File: src/rtl/fb_arbiter.sv
// Framebuffer RAM-port arbiter: scanout reads > clear engine (FB_CLEAR_EN) > drawing writer.
// Scan reads run 2 pixels ahead; the pixel is valid 2 cycles after the read; the writer stalls in scan slots and during a clear.
module fb_arbiter #(
  parameter int HACTIVE = 640,
  parameter int VACTIVE = 480,
  parameter int HTOTAL  = 800,
  parameter int VTOTAL  = 525,
  parameter int PIX_W   = 4,
  parameter int ADDR_W  = 15,
  parameter int FB_W    = HACTIVE >> 2,
  parameter int FB_H    = VACTIVE >> 2
) (
  input  logic              vgaclk,
  input  logic              reset_b,
  input  logic [9:0]        x,
  input  logic [9:0]        y,
  input  logic              blank_b,
  input  logic              wr_valid,
  output logic              wr_ready,
  input  logic [ADDR_W-1:0] wr_addr,
  input  logic [PIX_W-1:0]  wr_data,
  input  logic              clear_req,
  input  logic [PIX_W-1:0]  clear_color,
  output logic              clear_busy,
  output logic              clear_done,
  output logic [ADDR_W-1:0] ram_addr,
  output logic              ram_we,
  output logic [PIX_W-1:0]  ram_wdata,
  input  logic [PIX_W-1:0]  ram_rdata,
  output logic [PIX_W-1:0]  pixel
);

  localparam int FB_SIZE = FB_W * FB_H;

  logic [10:0]       w_nx_raw;
  logic [10:0]       w_nx;
  logic [9:0]        w_ny;
  logic              w_scan_slot;
  logic [7:0]        w_row;
  logic [8:0]        w_col;
  logic [ADDR_W-1:0] w_scan_addr;
  logic              w_clr_wr;
  logic [ADDR_W-1:0] w_clr_addr;
  logic [PIX_W-1:0]  w_clr_data;
  logic [ADDR_W-1:0] r_last_addr;
  logic              r_scan_d;
  logic [PIX_W-1:0]  r_pix;

  always_comb begin
    w_nx_raw = {1'b0, x} + 11'd2;
    w_nx     = w_nx_raw;
    w_ny     = y;
    if (w_nx_raw >= 11'(HTOTAL)) begin
      w_nx = w_nx_raw - 11'(HTOTAL);
      w_ny = (y == 10'(VTOTAL - 1)) ? 10'd0 : y + 10'd1;
    end
  end

  assign w_scan_slot = (w_nx[1:0] == 2'b00) && (w_nx < 11'(HACTIVE)) && (w_ny < 10'(VACTIVE));
  assign w_row       = w_ny[9:2];
  assign w_col       = w_nx[10:2];
  // row*160 as shift-add keeps the address path free of a multiplier
  assign w_scan_addr = (ADDR_W'(w_row) << 7) + (ADDR_W'(w_row) << 5) + ADDR_W'(w_col);

`ifdef FB_CLEAR_EN
  typedef enum logic {S_IDLE, S_CLEAR} state_t;

  state_t            r_state;
  state_t            w_state_nxt;
  logic [ADDR_W-1:0] r_clr_cnt;
  logic [ADDR_W-1:0] w_clr_cnt_nxt;
  logic [PIX_W-1:0]  r_clr_color;
  logic              r_done;
  logic              w_done_nxt;

  always_ff @(posedge vgaclk or negedge reset_b) begin
    if (!reset_b) begin
      r_state     <= S_IDLE;
      r_clr_cnt   <= '0;
      r_clr_color <= '0;
      r_done      <= 1'b0;
    end else begin
      r_state   <= w_state_nxt;
      r_clr_cnt <= w_clr_cnt_nxt;
      r_done    <= w_done_nxt;
      if (r_state == S_IDLE && clear_req) r_clr_color <= clear_color;
    end
  end

  always_comb begin
    w_state_nxt   = r_state;
    w_clr_cnt_nxt = r_clr_cnt;
    w_done_nxt    = 1'b0;
    w_clr_wr      = 1'b0;
    case (r_state)
      S_IDLE: begin
        if (clear_req) begin
          w_state_nxt   = S_CLEAR;
          w_clr_cnt_nxt = '0;
        end
      end
      S_CLEAR: begin
        if (!w_scan_slot) begin
          w_clr_wr = 1'b1;
          if (r_clr_cnt == ADDR_W'(FB_SIZE - 1)) begin
            w_state_nxt   = S_IDLE;
            w_clr_cnt_nxt = '0;
            w_done_nxt    = 1'b1;
          end else begin
            w_clr_cnt_nxt = r_clr_cnt + 1'b1;
          end
        end
      end
      default: w_state_nxt = S_IDLE;
    endcase
  end

  assign w_clr_addr = r_clr_cnt;
  assign w_clr_data = r_clr_color;
  assign clear_busy = (r_state == S_CLEAR);
  assign clear_done = r_done;
`else
  logic w_unused;
  assign w_unused   = ^{clear_req, clear_color};
  assign w_clr_wr   = 1'b0;
  assign w_clr_addr = '0;
  assign w_clr_data = '0;
  assign clear_busy = 1'b0;
  assign clear_done = 1'b0;
`endif

  // Outputs are forced to 0 while reset is held, independent of the clock.
  always_comb begin
    ram_we    = 1'b0;
    ram_addr  = r_last_addr;
    ram_wdata = '0;
    wr_ready  = 1'b0;
    if (!reset_b) begin
      ram_addr = '0;
    end else begin
      wr_ready = ~w_scan_slot & ~clear_busy;
      if (w_scan_slot) begin
        ram_addr = w_scan_addr;
      end else if (w_clr_wr) begin
        ram_we    = 1'b1;
        ram_addr  = w_clr_addr;
        ram_wdata = w_clr_data;
      end else if (wr_valid && !clear_busy && wr_addr < ADDR_W'(FB_SIZE)) begin
        ram_we    = 1'b1;
        ram_addr  = wr_addr;
        ram_wdata = wr_data;
      end
    end
  end

  always_ff @(posedge vgaclk or negedge reset_b) begin
    if (!reset_b) begin
      r_last_addr <= '0;
      r_scan_d    <= 1'b0;
      r_pix       <= '0;
    end else begin
      r_last_addr <= ram_addr;
      r_scan_d    <= w_scan_slot;
      if (r_scan_d) r_pix <= ram_rdata;
    end
  end

  assign pixel = blank_b ? r_pix : '0;

endmodule
File: config.mk
export PLATFORM = sky130hd
export DESIGN_NAME = fb_arbiter
export DESIGN_NICKNAME = d
export VERILOG_FILES = /design/src/rtl/fb_arbiter.sv
export SDC_FILE = /design/constraint.sdc
export NUM_CORES = 1
export LEC_CHECK = 0
export CORE_AREA = 5 5 77 79
export DETAILED_ROUTE_END_ITERATION = 8
export DIE_AREA = 0 0 82 84
export PLACE_DENSITY = 0.78
export SLEW_MARGIN = 20
export SYNTH_ARGS = -nofsm -noshare
export SYNTH_HDL_FRONTEND = slang
export SYNTH_SLANG_ARGS = --single-unit
File: constraint.sdc
create_clock -name vgaclk -period 7.86 [get_ports vgaclk]
set_clock_uncertainty 0.15 [all_clocks]
set_input_delay 1.572 -clock vgaclk [delete_from_list [all_inputs] [get_ports vgaclk]]
set_output_delay 1.572 -clock vgaclk [all_outputs]
set_load 0.1 [all_outputs]
Yosys cells after proc, flatten, opt, wreduce, memory -nomap -nowiden
Cells that the tools add are included.

Muxes and demuxes: 14. Bitwise logic cells: 1. $add $sub $neg: 5. Equal/unequal tests: 1. Magnitude comparators: 4. Reductions and logical operators: 4.

Operators with widths (count): 15-bit 2-to-1 mux (3); 10-bit 2-to-1 mux (2); 4-bit 2-to-1 mux (4); 15-bit by 13-bit adder with 15-bit output (1); 15-bit by 9-bit adder with 15-bit output (1); 15-bit less-than comparator, second input constant (1); 10-bit by 2-bit adder with 11-bit output, second input constant (1); 11-bit by 10-bit >= comparator with 1-bit output, second input constant (1); 11-bit by 10-bit less-than comparator with 1-bit output, second input constant (1); 11-bit 2-to-1 mux (1); 11-bit by 10-bit subtractor with 11-bit output, second input constant (1); 10-bit by 1-bit adder with 10-bit output, second input constant (1); 10-bit equality test, second input constant (1); 10-bit by 9-bit less-than comparator with 1-bit output, second input constant (1); 1-bit 2-to-1 mux (4); 1-bit logical AND (3); 2-bit logical NOT (1); 1-bit inverter (1).

Bits in registers: 20. Word-level logic and storage cells: 32. Bits of input ports: 52. Output and inout port bits: 27.

Depth between registers and ports, before layout
Depth after elaboration: 8. Mapped depth: 24. Depth with buffers taken out: 24.

Worst setup path after synthesis
Ideal clock, no wire load.

Kind: input to output. Start: input x[1]. End: output ram_addr[10]. Path buffers: 0. Cell stages on the path: 19. Arrival time: 7.998 ns. Data required time: 6.138 ns. Path slack: -1.860 ns. Cells stage by stage: nand3_1 -> o21ai_1 -> a21boi_0 -> ha_1 -> o31a_1 -> nand2_1 -> o311ai_4 -> nand2_2 -> nand2_1 -> a22oi_1 -> a31o_2 -> fa_1 -> inv_1 -> fa_1 -> nor2b_1 -> o21ai_0 -> nand2_1 -> nor2_1 -> o41ai_1.

Cells in the longest elaborated chain, start to end: 8. Elaborated cells between the ends (all ways): 14. Classes of those cells: add/sub: 4; order compare: 3; mux: 4; reduce/logical: 3.

RTL lines: start, declared (line 15) `input logic [9:0] x,`; 10-bit by 2-bit adder with 11-bit output (*) (line 50) `w_nx_raw = {1'b0, x} + 11'd2;`; branches (longest 5 deep; another with 15-bit by 13-bit adder with 15-bit output); 15-bit 2-to-1 mux (*) (line 142) `if (w_scan_slot) begin`; 15-bit 2-to-1 mux (*) (line 138) `if (!reset_b) begin`; end, declared (line 26) `output logic [ADDR_W-1:0] ram_addr,`.

Every way passes the cells marked *.

Final worst setup path
Start: input x[3]. End: output ram_addr[14].

Same word-level chain as after synthesis.

==> results.md <==
- DP HPWL: 5970 um
- CP Cell Sequence: clkdlybuf4s15_1, buf_6, and3_4, a21boi_2, ha_2, o31a_1, nand2_2, o311a_1, o211a_1, or2_4, ha_4, ha_2, inv_1, fa_2, nor2b_2, o21ai_2, a21boi_2, o21a_1, o21a_1, o21a_1, o21ai_0, buf_4, mux2i_4, buf_12
- PD cells: 130 mW/mm^2
- Syn Inst Count: 265
- Max clock buf depth: 2
- Post-synth top cells: nand2_1, dfrtp_1, ha_1
- Initial antenna violation count: 0
- CP bufs+invs: 5
- Total GRT Usage: 22.1%
- Port buffer count: 71
- Via/cell ratio: 5.70
- I/O pin count: 79
- Drt total wl: 7790 um
- Vias in the first global route: approximately 2700
- Antenna cells: 0
- GR Layer Usage met2: 39.8%
- Netlist cell types: between 60 and 70
- Main synth FF type: dfrtp_1
- Clock slew seen by the registers of the worst setup and hold paths: 0.06 ns
- Mapped cell area: 0.00235 mm^2
- GR Util met3: about 3.1%
- Initial Util: 44.5%
- Worst R2R Start: r_last_addr[10]
- Post-synth top area share: 21.3%
- R2r setup slk: 6.53 ns
- Die span in x: 82 um
- Avg Cell Area, Syn: 8.86 um^2
- Cell taking the most area after synthesis: dfrtp_1
- Num CTS Buffers: 3
- Seq/Total Area, Yosys: between 20% and 30%
- # DRC: 0
- Layout cells sized above 1: 38.6%
- Final Critical Period: 7.72 ns
- Crit Path Max Fanout: 4
- Yosys reg bits: 20
- Hold Path End: r_pix[2]
- Hold crit path type: reg -> reg
- CORE AREA: roughly 0.0053 mm^2
- Pleak: 0.00170 uW
- Hold bufs inserted after CTS: 0
- Clk Latency, worst-skew pair: between 0.2 and 0.3 ns
- Die height: 84 um
- Crit path capture type: output pin
- Slew headroom: 34.8%
- Hold Violations, Final: 0
- Wirelength per Cell: 16.7 um
- Setup CP Type: in -> out
- CTS Sinks: 20
- First-pass GRT wire length: 12200 um
- CTS tree: done
- Most used cell, CP: o21a_1
- Max Cap Viol: 0
- Busiest layer in global routing: met2
- R2R depth: 3
- Post-route ant nets: 0
- Power, Total: 506 uW
- Slowest stage cell, crit path: fa_2
- Tcrit/Tclk final: 98.3%
- Fraction of registers with async set/reset: between 90% and 100%
- Crit path DAT: 6.00 ns
- FP Rows: 27
- NumNets Final: around 470
- Worst Max-Slew Pin Slew: 0.975 ns
- DR pass1 iterations: 4
- Cell with the most instances after synthesis: nand2_1
- CP required: 6.14 ns
- Area Overhead vs Synth: 65.8%
- Post-synth EDFFs: 0
- Largest net degree at the start of global routing: 32
- CTS Root Cell: clkbuf_8
- Kind of cell adding the most delay to the critical path: compound AO/OA/AOI/OAI gates
- Hold Path Origin: r_pix[2]
- Setup TNS: 0 ns
- Initial DRC count: 165
- Synth warn: 0
- Worst VDD drop: 0.0835 mV
- Residual overflow from global routing: 0
- Final setup vio count: 0
- Startpoint Class: primary input
- Vias: 2656
- # H-tree levels: 1
- Area contributors post-synth: dfrtp_1, ha_1, mux2i_1, mux2_2, xnor2_1
- Die footprint: 0.00689 mm^2
- CP peak stage delay: around 0.40 ns
- Met1 usage: 25.9%
- RD Place Congestion: 0.887
- Fmax: between 0.1 and 0.15 GHz
- Final Max Tran Viols: 0
- FF-to-FF End: r_last_addr[10]
- Outcome: finished, final reports clean
- Cells on Worst Hold Path: 1
what timing repair did:
item | in CTS | in global routing
gates resized for setup | 19 | 30
endpoints found under the setup margin | 4 | 5
pin swaps | 12 | 22
setup buffers | 9 | 5
through the flow:
step / area [um^2] / hold slack (ns) / instances / utilization (%) / worst slack (ns)
3_3_place_gp: 3610 / 0.330 / 449 / 68.6 / -0.205
2_1_floorplan: 2420 / 0.323 / 266 / - / -0.343
5_1_grt: 3890 / 0.391 / 466 / 73.8 / -0.0736
3_5_place_dp: 3610 / 0.347 / 449 / 68.6 / -0.247
6_report: 3890 / 0.354 / 466 / 73.8 / 0.137
4_1_cts: 3780 / 0.363 / 461 / 71.7 / 0.0276
per-layer routing:
layer	up-vias	part of all wire, %	routed length [um]
li1	1273	-	-
met1	1253	40	3100
met2	114	51	3940
met3	16	7.3	568
met4	0	2.3	177
met5	-	0	0
placed cells by master, fill, tap and decap left out, drive strengths merged, types with 9 or more instances in the layout:
cell	count
buf	87
clkdlybuf4s50	43
nand2	23
dfrtp	20
ha	17
o21ai	14
inv	13
a21oi	13
mux2i	13
xnor2	12
nand3	11
a211oi	11
mux2	10
nor2	9
cells by family (layout without fill, tap and decap cells):
logic type	after synthesis	in the layout	share of synthesized area, %
fa+ha+maj	19	19	10.8
compound gates	73	73	25.7
simple gates	88	88	20.9
buf+inv	24	152	4.42
other cells	1	2	0.160
xor+xnor	17	17	6.34
flops	20	20	21.3
mux	23	23	10.3
cell type report:
| class | count | area [um^2] |
|---|---|---|
| Tap cell | 72 | 90.1 |
| Sequential cell | 20 | 500 |
| Multi-Input combinational cell | 222 | 1960 |
| Clock buffer | 3 | 41.3 |
| Timing Repair Buffer | 136 | 1250 |
| Inverter | 13 | 48.8 |
| Fill cell | 391 | 1380 |
registers in the layout, summed over array words and instances (netlist names):
signal       count
r_last_addr     15
r_scan_d         1
r_pix            4
worst max-delay path by stage:
stage / from / endpoint / slack (ns) / cells past startpoint
CTS: x[6] / ram_addr[12] / 0.03 / 25
global route: x[5] / ram_addr[14] / -0.07 / 24
global placement: x[1] / ram_addr[13] / -0.20 / 22
detailed placement: x[2] / ram_addr[13] / -0.25 / 22
floorplan: x[1] / ram_addr[10] / -0.34 / 19
finish: x[3] / ram_addr[14] / 0.14 / 24
report_power, final:
| part | internal [uW] | switching, uW | total, uW |
|---|---|---|---|
| sequential | 115 | 4.20 | 119 |
| combinational | 132 | 187 | 319 |
| clock | 34.2 | 33.4 | 67.6 |
| total | 281 | 225 | 506 |
No activity file was read; power rests on OpenSTA's default activity.
